File: config.mk
export PLATFORM = sky130hd
export DESIGN_NAME = div6by3_seq
export DESIGN_NICKNAME = d
export VERILOG_FILES = /design/src/rtl/div_pkg.sv /design/src/rtl/div_step.sv /design/src/rtl/div6by3_seq.sv
export SDC_FILE = /design/constraint.sdc
export NUM_CORES = 1
export LEC_CHECK = 0
export CORE_ASPECT_RATIO = 0.8
export CORE_MARGIN = 4
export CORE_UTILIZATION = 45
export DETAILED_ROUTE_END_ITERATION = 6
export PLACE_DENSITY = 0.76
export SYNTH_ARGS = -nofsm -noshare
export SYNTH_HDL_FRONTEND = slang
export SYNTH_SLANG_ARGS = --single-unit
File: constraint.sdc
create_clock -name clk -period 3.44 [get_ports clk]
set_clock_uncertainty 0.2 [all_clocks]
set_input_delay 0.516 -clock clk [delete_from_list [all_inputs] [get_ports clk]]
set_output_delay 0.516 -clock clk [all_outputs]
set_load 0.005 [all_outputs]
File: src/rtl/div_pkg.sv
// rtl/div_pkg.sv - shared widths and FSM state encoding for the sequential divider
package div_pkg;

   localparam int DIV_DW = 6;
   localparam int DIV_VW = 3;

   localparam logic [1:0] ST_IDLE = 2'd0;
   localparam logic [1:0] ST_RUN  = 2'd1;
   localparam logic [1:0] ST_FIN  = 2'd2;
   localparam logic [1:0] ST_ZERO = 2'd3;

endpackage

File: src/rtl/div_step.sv
// rtl/div_step.sv - one combinational restoring-division step
module div_step
   import div_pkg::*;
#(
   parameter int VW = DIV_VW
) (
   input  logic [VW-1:0] rem_in,
   input  logic          bit_in,
   input  logic [VW-1:0] div,
   output logic [VW-1:0] rem_out,
   output logic          q_bit
);

   logic [VW:0] rem_t;

   assign rem_t = {rem_in, bit_in};
   assign q_bit = (rem_t >= {1'b0, div});
   // The difference is below div, so the low VW bits of the subtraction are exact.
   assign rem_out = q_bit ? (rem_t[VW-1:0] - div) : rem_t[VW-1:0];

endmodule

File: src/rtl/div6by3_seq.sv
// rtl/div6by3_seq.sv - sequential restoring divider, one quotient bit per clock
module div6by3_seq
   import div_pkg::*;
#(
   parameter int DW = DIV_DW,
   parameter int VW = DIV_VW
) (
   input  logic          clk,
   input  logic          rst_n,
   input  logic          start,
   input  logic [DW-1:0] A,
   input  logic [VW-1:0] B,
   output logic [DW-1:0] q,
   output logic [VW-1:0] r,
   output logic          busy,
   output logic          done,
   output logic          dbz
);

   localparam int CW = $clog2(DW);

   logic [1:0]    state_q, state_d;
   logic [DW-1:0] shift_q, shift_d;
   logic [VW-1:0] div_q, div_d;
   logic [VW-1:0] rem_q, rem_d;
   logic [CW-1:0] cnt_q, cnt_d;
   logic [DW-1:0] q_q, q_d;
   logic [VW-1:0] r_q, r_d;
   logic          busy_q, busy_d;
   logic          done_q, done_d;
   logic          dbz_q, dbz_d;

   logic [VW-1:0] step_rem;
   logic          step_q;

   div_step #(.VW(VW)) u_step (
      .rem_in  (rem_q),
      .bit_in  (shift_q[DW-1]),
      .div     (div_q),
      .rem_out (step_rem),
      .q_bit   (step_q)
   );

   always_comb begin
      state_d = state_q;
      shift_d = shift_q;
      div_d   = div_q;
      rem_d   = rem_q;
      cnt_d   = cnt_q;
      q_d     = q_q;
      r_d     = r_q;
      busy_d  = busy_q;
      done_d  = 1'b0;
      dbz_d   = dbz_q;
      case (state_q)
         ST_IDLE: begin
            if (start) begin
               busy_d = 1'b1;
               if (B != '0) begin
                  state_d = ST_RUN;
                  shift_d = A;
                  div_d   = B;
                  rem_d   = '0;
                  cnt_d   = CW'(DW - 1);
               end else begin
                  state_d = ST_ZERO;
               end
            end
         end
         ST_RUN: begin
            // Dividend bits leave at the MSB while quotient bits fill the LSB.
            shift_d = {shift_q[DW-2:0], step_q};
            rem_d   = step_rem;
            if (cnt_q == '0) begin
               state_d = ST_FIN;
            end else begin
               cnt_d = cnt_q - CW'(1);
            end
         end
         ST_FIN: begin
            q_d     = shift_q;
            r_d     = rem_q;
            dbz_d   = 1'b0;
            done_d  = 1'b1;
            busy_d  = 1'b0;
            state_d = ST_IDLE;
         end
         ST_ZERO: begin
            q_d     = '1;
            r_d     = '0;
            dbz_d   = 1'b1;
            done_d  = 1'b1;
            busy_d  = 1'b0;
            state_d = ST_IDLE;
         end
         default: state_d = ST_IDLE;
      endcase
   end

   always_ff @(posedge clk) begin
      if (!rst_n) begin
         state_q <= ST_IDLE;
         shift_q <= '0;
         div_q   <= '0;
         rem_q   <= '0;
         cnt_q   <= '0;
         q_q     <= '0;
         r_q     <= '0;
         busy_q  <= 1'b0;
         done_q  <= 1'b0;
         dbz_q   <= 1'b0;
      end else begin
         state_q <= state_d;
         shift_q <= shift_d;
         div_q   <= div_d;
         rem_q   <= rem_d;
         cnt_q   <= cnt_d;
         q_q     <= q_d;
         r_q     <= r_d;
         busy_q  <= busy_d;
         done_q  <= done_d;
         dbz_q   <= dbz_d;
      end
   end

   assign q    = q_q;
   assign r    = r_q;
   assign busy = busy_q;
   assign done = done_q;
   assign dbz  = dbz_q;

endmodule

Yosys cells after proc, flatten, opt, wreduce, memory -nomap -nowiden
Cells that the tools add are included. W data, S select, Z words.

Register bits after elaboration: 29. Input bits: 12. Output and inout port bits: 12. Word-level logic and storage cells: 53.

Add/subtract/negate cells: 2. Magnitude comparators: 1. Equal/unequal tests: 7. Multiplexer cells: 21. Reductions and logical operators: 12.

Operators with widths (number): $pmux W6 S2 (2); $mux W3 (6); $pmux W3 S2 (3); $mux W6 (2); $ne A2 B2 Y1 const B (4); $mux W2 (3); $pmux W2 S3 (1); $reduce_and A3 Y1 (2); $reduce_bool A2 Y1 (3); $eq A2 B2 Y1 const B (2); $ge A4 B3 Y1 (1); $pmux W1 S2 (2); $reduce_and A2 Y1 (2); $reduce_and A4 Y1 (1); $logic_not A3 Y1 (1); $reduce_bool A3 Y1 (1); $sub A3 B1 Y3 const B (1); $sub A3 B3 Y3 (1); $eq A2 B1 Y1 const B (1); $logic_not A2 Y1 (1); $mux W1 (2); $reduce_or A2 Y1 (1).

Longest topological paths before layout
Gate-level depths: netlist of run 1.

Word-level depth: 4. Mapped depth: 6. Mapped depth without buffers: 6.

Hierarchy
From an unflattened synthesis of run 1, not the netlist that was laid out.

Cell total of the unflattened synthesis: 152. Area, all modules: 1333.8 um^2.

By module, submodules not included: div6by3_seq (times used 1, cells an instance 138, area an instance 1189.9 um^2, seq. area each 580.6 um^2); div_step (times used 1, cells an instance 14, area an instance 143.9 um^2, seq. area each 0.0 um^2).

Worst setup path before layout of run 1
No wires, ideal clock.

Path type: register -> register. Start: reg div_q[2]. End: reg shift_q[0]. Setup time: 116 ps. Arrival: 1501 ps. Required time: 3124 ps. Setup slack: 1623 ps. Cell stages (with the launch flop): 6. Buffers on the path: 0. Period minus slack after synthesis: 1817 ps. Path through: dfxtp_1 -> inv_1 -> ha_1 -> and3_1 -> or4_1 -> a31o_1.

Cells in the longest elaborated chain, start to end: 2.

Ends and longest elaborated chain: start, declared (line div6by3_seq.sv:24) `logic [VW-1:0] div_q, div_d;`; start signal, assigned (line div6by3_seq.sv:115) `div_q <= div_d;`; $ge A4 B3 Y1 (line div_step.sv:17) `assign q_bit = (rem_t >= {1'b0, div});`; $pmux W6 S2 (line div6by3_seq.sv:55) `case (state_q)`; end signal, assigned (line div6by3_seq.sv:114) `shift_q <= shift_d;`; end, declared (line div6by3_seq.sv:23) `logic [DW-1:0] shift_q, shift_d;`.

Every way passes these cells. A chain may end at the register's enable or synchronous reset.

Final worst setup path of run 1
Start: in rst_n. End: reg state_q[1].

RTL lines: start, declared (line div6by3_seq.sv:9) `input logic rst_n,`; end signal, assigned (line div6by3_seq.sv:113) `state_q <= state_d;`; end, declared (line div6by3_seq.sv:22) `logic [1:0] state_q, state_d;`.

No word-level cell between the ends.

==> results of run 1 <==
-- layout make-up --
| cell class | count | area [um^2] | area share |
|---|---|---|---|
| Tap cell | 38 | 47.55 | 0.02776 |
| Clock inverter | 3 | 17.52 | 0.01023 |
| Timing Repair Buffer | 23 | 230.2 | 0.1344 |
| Inverter | 9 | 33.78 | 0.01972 |
| Multi-Input combinational cell | 114 | 734.5 | 0.4288 |
| Clock buffer | 5 | 68.82 | 0.04018 |
| Sequential cell | 29 | 580.6 | 0.3389 |
-- flip-flops by register name (all words and copies together) (netlist names) --
name     cells
q            6
shift_q      6
cnt_q        3
div_q        3
r            3
rem_q        3
state_q      2
busy         1
dbz          1
done         1
-- kinds of logic (layout without fill, tap and decap cells) --
| group | Yosys count | in the layout |
|---|---|---|
| AOI/OAI and AO/OA | 54 | 54 |
| and+or+nand+nor | 52 | 52 |
| DFF | 29 | 29 |
| buffers and inverters | 20 | 40 |
| adders and majority gates | 6 | 6 |
| xor gates and xnor gates | 1 | 1 |
| muxes | 1 | 1 |
-- worst max-delay path, cell delays in order --
cell and delay, ns:
clkdlybuf4s50_1 0.82, inv_1 0.38, nor4_1 0.33
-- stage by stage --
step	utilization	instance area (um^2)	power, mW
5_1_grt	0.5965	1713	0.8806
3_3_place_gp	0.5664	1627	0.5470
4_1_cts	0.5965	1713	0.8289
6_report	0.5965	1713	0.8192
3_5_place_dp	0.5664	1627	0.5548
2_1_floorplan	-	1400	0.5004
-- power by group through the flow --
stage,logic [mW],registers (mW),clock network [mW]
2_1_floorplan,0.114,0.386,0
3_3_place_gp,0.146,0.401,0
3_5_place_dp,0.152,0.403,0
4_1_cts,0.153,0.395,0.281
5_1_grt,0.173,0.401,0.307
6_report,0.152,0.396,0.272
-- cell usage after synthesis, drive strengths merged, types with 2 or more instances --
master	number	area share
nor2b	3	0.013
buf	3	0.015
dfxtp	29	0.41
nand2b	5	0.028
nor2	10	0.027
ha	5	0.045
o311ai	2	0.013
clkbuf	8	0.021
or3	2	0.0089
a311oi	5	0.031
or4	2	0.011
o31a	3	0.019
nand2	17	0.046
o21a	2	0.011
o211ai	7	0.038
a21oi	21	0.075
nand3b	3	0.016
inv	9	0.024
o21ai	9	0.032
nor4	2	0.013
-- layer usage --
metal,vias up,track usage,part of all wire
met5,-,0,0
met3,6,0.07626,0.061
met4,0,0.07377,0.016
met1,565,0.2103,0.47
met2,36,0.2547,0.45
li1,614,-,-
-- worst max path at each step --
stage / startpoint / slack [ns] / cells past startpoint / end
global placement: B[0] / 1.18 / 4 / cnt_q[2]
CTS: rst_n / 1.41 / 3 / state_q[1]
finish: rst_n / 1.38 / 3 / state_q[1]
global route: rst_n / 1.29 / 3 / shift_q[2]
floorplan: div_q[2] / 1.62 / 5 / shift_q[0]
detailed placement: rst_n / 1.12 / 3 / state_q[1]
==> flow_summary.ini, run 1 <==
[timing]
fin_tns_setup_ns = 0
slack_of_the_critical_path_ns = 1.377
timing.slew.headroom = 0.4629
final_period_minus_worst_setup_slack_ns = 2.063
setup_violations = 0
report.final.slew_viol_count = 0
max_freq_mhz = 484.8
worstMarginPinSlew_ns = 0.8046
period_share = 0.5996
hold_viol_final = 0
grt_setup_unrepaired = false
holdWs_ns = 0.2743

[synth]
asyncSetResetFlopFracSynth = 0
synth_top_family_by_area = compound AO/OA/AOI/OAI gates
ys_seq_area_frac = 0.4147
synthAdderAreaFrac = 0.05898
netlist-cell-type-count = 39
synth_mux_area_frac = 0.007149
syn-num-nets = 181
ys_ff_latch = 29
synth_xor_xnor_area_share = 0.006256
netlist_instances = 163
simple_gate_portion_of_the_synthesized_area = 0.2038
number_of_synthesized_flops_with_an_enable_pin = 0
netlist_area_mm2 = 0.001400
avgSynthCellArea_um2 = 8.590
postSynth.topFlopCell = dfxtp_1
synth_compound_gate_area_share = 0.2484
synth.yosys.warnings = 0

[route]
wl_per_cell_um = 13.58
route.vias.total = 1221
route.detailed.drc = 0
vias_per_instance = 5.525
drtAntennaViolNets = 0
wirelength_mm = 3.002
drtPass1Iterations = 4
drtIter0Drc = 82

[placement]
post-place-cells = 213
routability_cong = 0.8056
dp_hpwl_mm = 2.212
io_buffer_count = 23
post-place-ws_ns = 1.117

[global_route]
remaining_overflow_grt = 0
antenna_found_initial = 0
grt_pass1_wl_mm = 5.388
maximum_number_of_pins_on_one_net_before_global_route_repair = 30
via_count_of_the_first_global_routing_pass = 1169
grtUsageTotal = 0.1695

[layout]
final_stage_net_count = 200
area_delta_synth_final_pct = 22.34
nFillCells = 260
fin_cells = 221
drive_gt1_frac = 0.06557
layout_commonest_cell = dfxtp_1
insertedDiodeCount = 0
layout.cells.most_common_list = 29 x dfxtp_1, 23 x clkdlybuf4s50_1, 21 x a21oi_1

[worst_hold_path]
timing.hold.worst.class = reg -> reg
min_delay_endpoint = r[1]
min_from = r[1]
cell_count_of_the_worst_hold_path = 2

[pwr]
leakage_nw = 0.6095
clock_power_share = 0.332
seq_power_share = 0.483
power_frac_comb = 0.185
power.share.switching = 0.2927
intPower_uw = 579.4
power.net_switching_uw = 239.8
power.density_mw_per_mm2 = 478.3
vdd.ir_drop.worst_uv = 275.8

[clock_tree]
cts_sinks = 29
h-tree-depth = 2
cts_made_buffers = 5
tritoncts = done
clk_path_buf_depth = 2
clock_tree.root_cell = clkbuf_8
cts.repair.resized = 0
insertion_delay_ns = 0.28
cts_hold_buffers_added = 0
cts.repair_timing.setup_buffer_count = 0
clkTransAtPathRegs_ns = 0.06

[critical_path]
cp.arrival_ns = 2.05
regToRegStartpoint = state_q[0]
critical_path_class = in -> reg
rr_worst_depth = 3
worst-r2r-setup-slack_ns = 1.44
timing.critical_path.from_type = input pin
critPathCaptureType = flip-flop
worst-endpoint-required_ns = 3.43
crit-reg2reg-capture = shift_q[0]
cp_max_fo = 17

[floorplanning]
die_h_um = 57.89
die_x_um = 70.37
std_cell_rows = 17
core_region_area_mm2 = 0.002872
floorplan.initialDensity = 0.4876
dieArea_mm2 = 0.004073
ioPinCount = 24

[status]
run_status = complete, no violations

[run]
cap_violations = 0
(Power assumes the default switching activity.)
==> run 2: changes to the inputs <==
- clock period: 3.44 -> 2.15 ns (I/O delays scaled with it)
==> flow_summary.ini, run 2 (synthesized netlist as in run 1, its figures left out) <==
[status]
run_status = complete, no violations

[global_route]
grt_pass1_wl_mm = 5.478
grtUsageTotal = 0.1716
maximum_number_of_pins_on_one_net_before_global_route_repair = 20
antenna_found_initial = 0
via_count_of_the_first_global_routing_pass = 1254
remaining_overflow_grt = 0

[clock_tree]
insertion_delay_ns = 0.29
tritoncts = done
clk_path_buf_depth = 2
clock_tree.root_cell = clkbuf_8
clkTransAtPathRegs_ns = 0.06
cts.repair_timing.setup_buffer_count = 0
cts_sinks = 29
cts_hold_buffers_added = 0
cts.repair.resized = 0
cts_made_buffers = 5
h-tree-depth = 2

[floorplanning]
die_h_um = 57.89
std_cell_rows = 17
dieArea_mm2 = 0.004073
floorplan.initialDensity = 0.4876
die_x_um = 70.37
ioPinCount = 24
core_region_area_mm2 = 0.002872

[layout]
finish.utilization = 0.6253
layout.cells.most_common_list = 29 x dfxtp_1, 23 x clkdlybuf4s50_1, 21 x a21oi_1
insertedDiodeCount = 0
layout_commonest_cell = dfxtp_1
fin_cells = 228
nFillCells = 267
final_stage_net_count = 207
drive_gt1_frac = 0.09474
area_delta_synth_final_pct = 28.24
postLayoutCellArea_mm2 = 0.001795

[critical_path]
critical_path_class = reg -> reg
regToRegStartpoint = div_q[1]
timing.critical_path.from_type = flip-flop
crit-reg2reg-capture = shift_q[0]
critPathCaptureType = flip-flop
critPathBufInv = 1
worst_path_dominant_cell_family = simple AND/OR/NAND/NOR gates
worstSetupStartpoint = div_q[1]
crit_path_cell_trace = inv_1 > ha_1 > and3_1 > or4_1 > a31o_1
worst-r2r-setup-slack_ns = 0.19
worst-endpoint-required_ns = 2.13
cp.depth = 5
setup.worst_path.end = shift_q[0]
cp.arrival_ns = 1.94
cpMaxStageDelayCell = or4_1
critical_path.max_stage_delay_ns = 0.49
cp_max_fo = 4
rr_worst_depth = 5

[timing]
period_share = 0.9100
final_period_minus_worst_setup_slack_ns = 1.957
hold_viol_final = 0
report.final.slew_viol_count = 0
timing.slew.headroom = 0.6562
max_freq_mhz = 511.1
fin_tns_setup_ns = 0
grt_setup_unrepaired = false
worstMarginPinSlew_ns = 0.5146
setup_violations = 0

[pwr]
leakage_nw = 0.6600
vdd.ir_drop.worst_uv = 438.8
power.density_mw_per_mm2 = 821.7

[placement]
dpl-instance-area_mm2 = 0.001679
post-place-cells = 220
dp_hpwl_mm = 2.355
io_buffer_count = 23
routability_cong = 0.8477

[route]
wl_per_cell_um = 13.86
drtIter0Drc = 51
wl_met3_um = 208
highest_layer = met4
met2RoutedLength_mm = 1.453
route.detailed.drc = 0
detail_route.wirelength.met1_mm = 1.409
drtAntennaViolNets = 0
vias_per_instance = 5.496
route.vias.total = 1253
drtPass1Iterations = 4
wirelength_mm = 3.159

[worst_hold_path]
timing.hold.worst.class = reg -> reg

[run]
cap_violations = 0
-- run 2: changes by cell type in the layout (fill, tap and decap cells not counted) --
cell	before	now
bufinv_16	0	1
clkbuf_1	0	1
buf_4	0	7
clkinvlp_4	1	0
clkbuf_8	5	6
clkinv_2	2	0
-- run 2: per-stage QoR --
stage	setup slack, ns	hold slack [ns]	power (mW)
3_3_place_gp	0.1188	0.2571	0.8885
3_5_place_dp	0.05458	0.2565	0.9042
5_1_grt	0.08585	0.2867	1.555
4_1_cts	0.2059	0.2669	1.481
6_report	0.1934	0.2657	1.475
2_1_floorplan	0.3333	0.2524	0.8006
-- run 2: cell type report --
| type | instances | area, um^2 | area share |
|---|---|---|---|
| timing repair buffer | 30 | 282.8 | 0.1575 |
| multi-input combinational | 114 | 734.5 | 0.4091 |
| clock inverter | 1 | 30.03 | 0.01672 |
| clock buffer | 7 | 86.33 | 0.04808 |
| sequential | 29 | 580.6 | 0.3233 |
| inverter | 9 | 33.78 | 0.01882 |
| tap | 38 | 47.55 | 0.02648 |
-- run 2: how the worst min path moves through the flow --
stage / start / endpoint / depth (start not counted)
after floorplan: cnt_q[0] / cnt_q[0] / 1
after global placement: r[2] / r[2] / 2
after detailed placement: r[0] / r[0] / 2
after CTS: r[0] / r[0] / 2
after global routing: r[0] / r[0] / 2
final: r[0] / r[0] / 2
-- run 2: worst reg2reg max path: stages, from the launching register on --
cell and delay, ns:
dfxtp_1 0.40, inv_1 0.07, ha_1 0.28, and3_1 0.20
or4_1 0.49, a31o_1 0.23
-- run 2: power breakdown --
group / switching, mW / internal (mW) / total, mW
Combinational: 0.142 / 0.133 / 0.275
Clock: 0.203 / 0.377 / 0.580
Sequential: 0.0370 / 0.583 / 0.620
Total: 0.383 / 1.09 / 1.48
-- run 2: per-layer routing --
layer	vias up	global-route usage
met1	562	0.2057
met2	44	0.2573
li1	634	-
met4	0	0.09836
met5	-	0
met3	13	0.07452
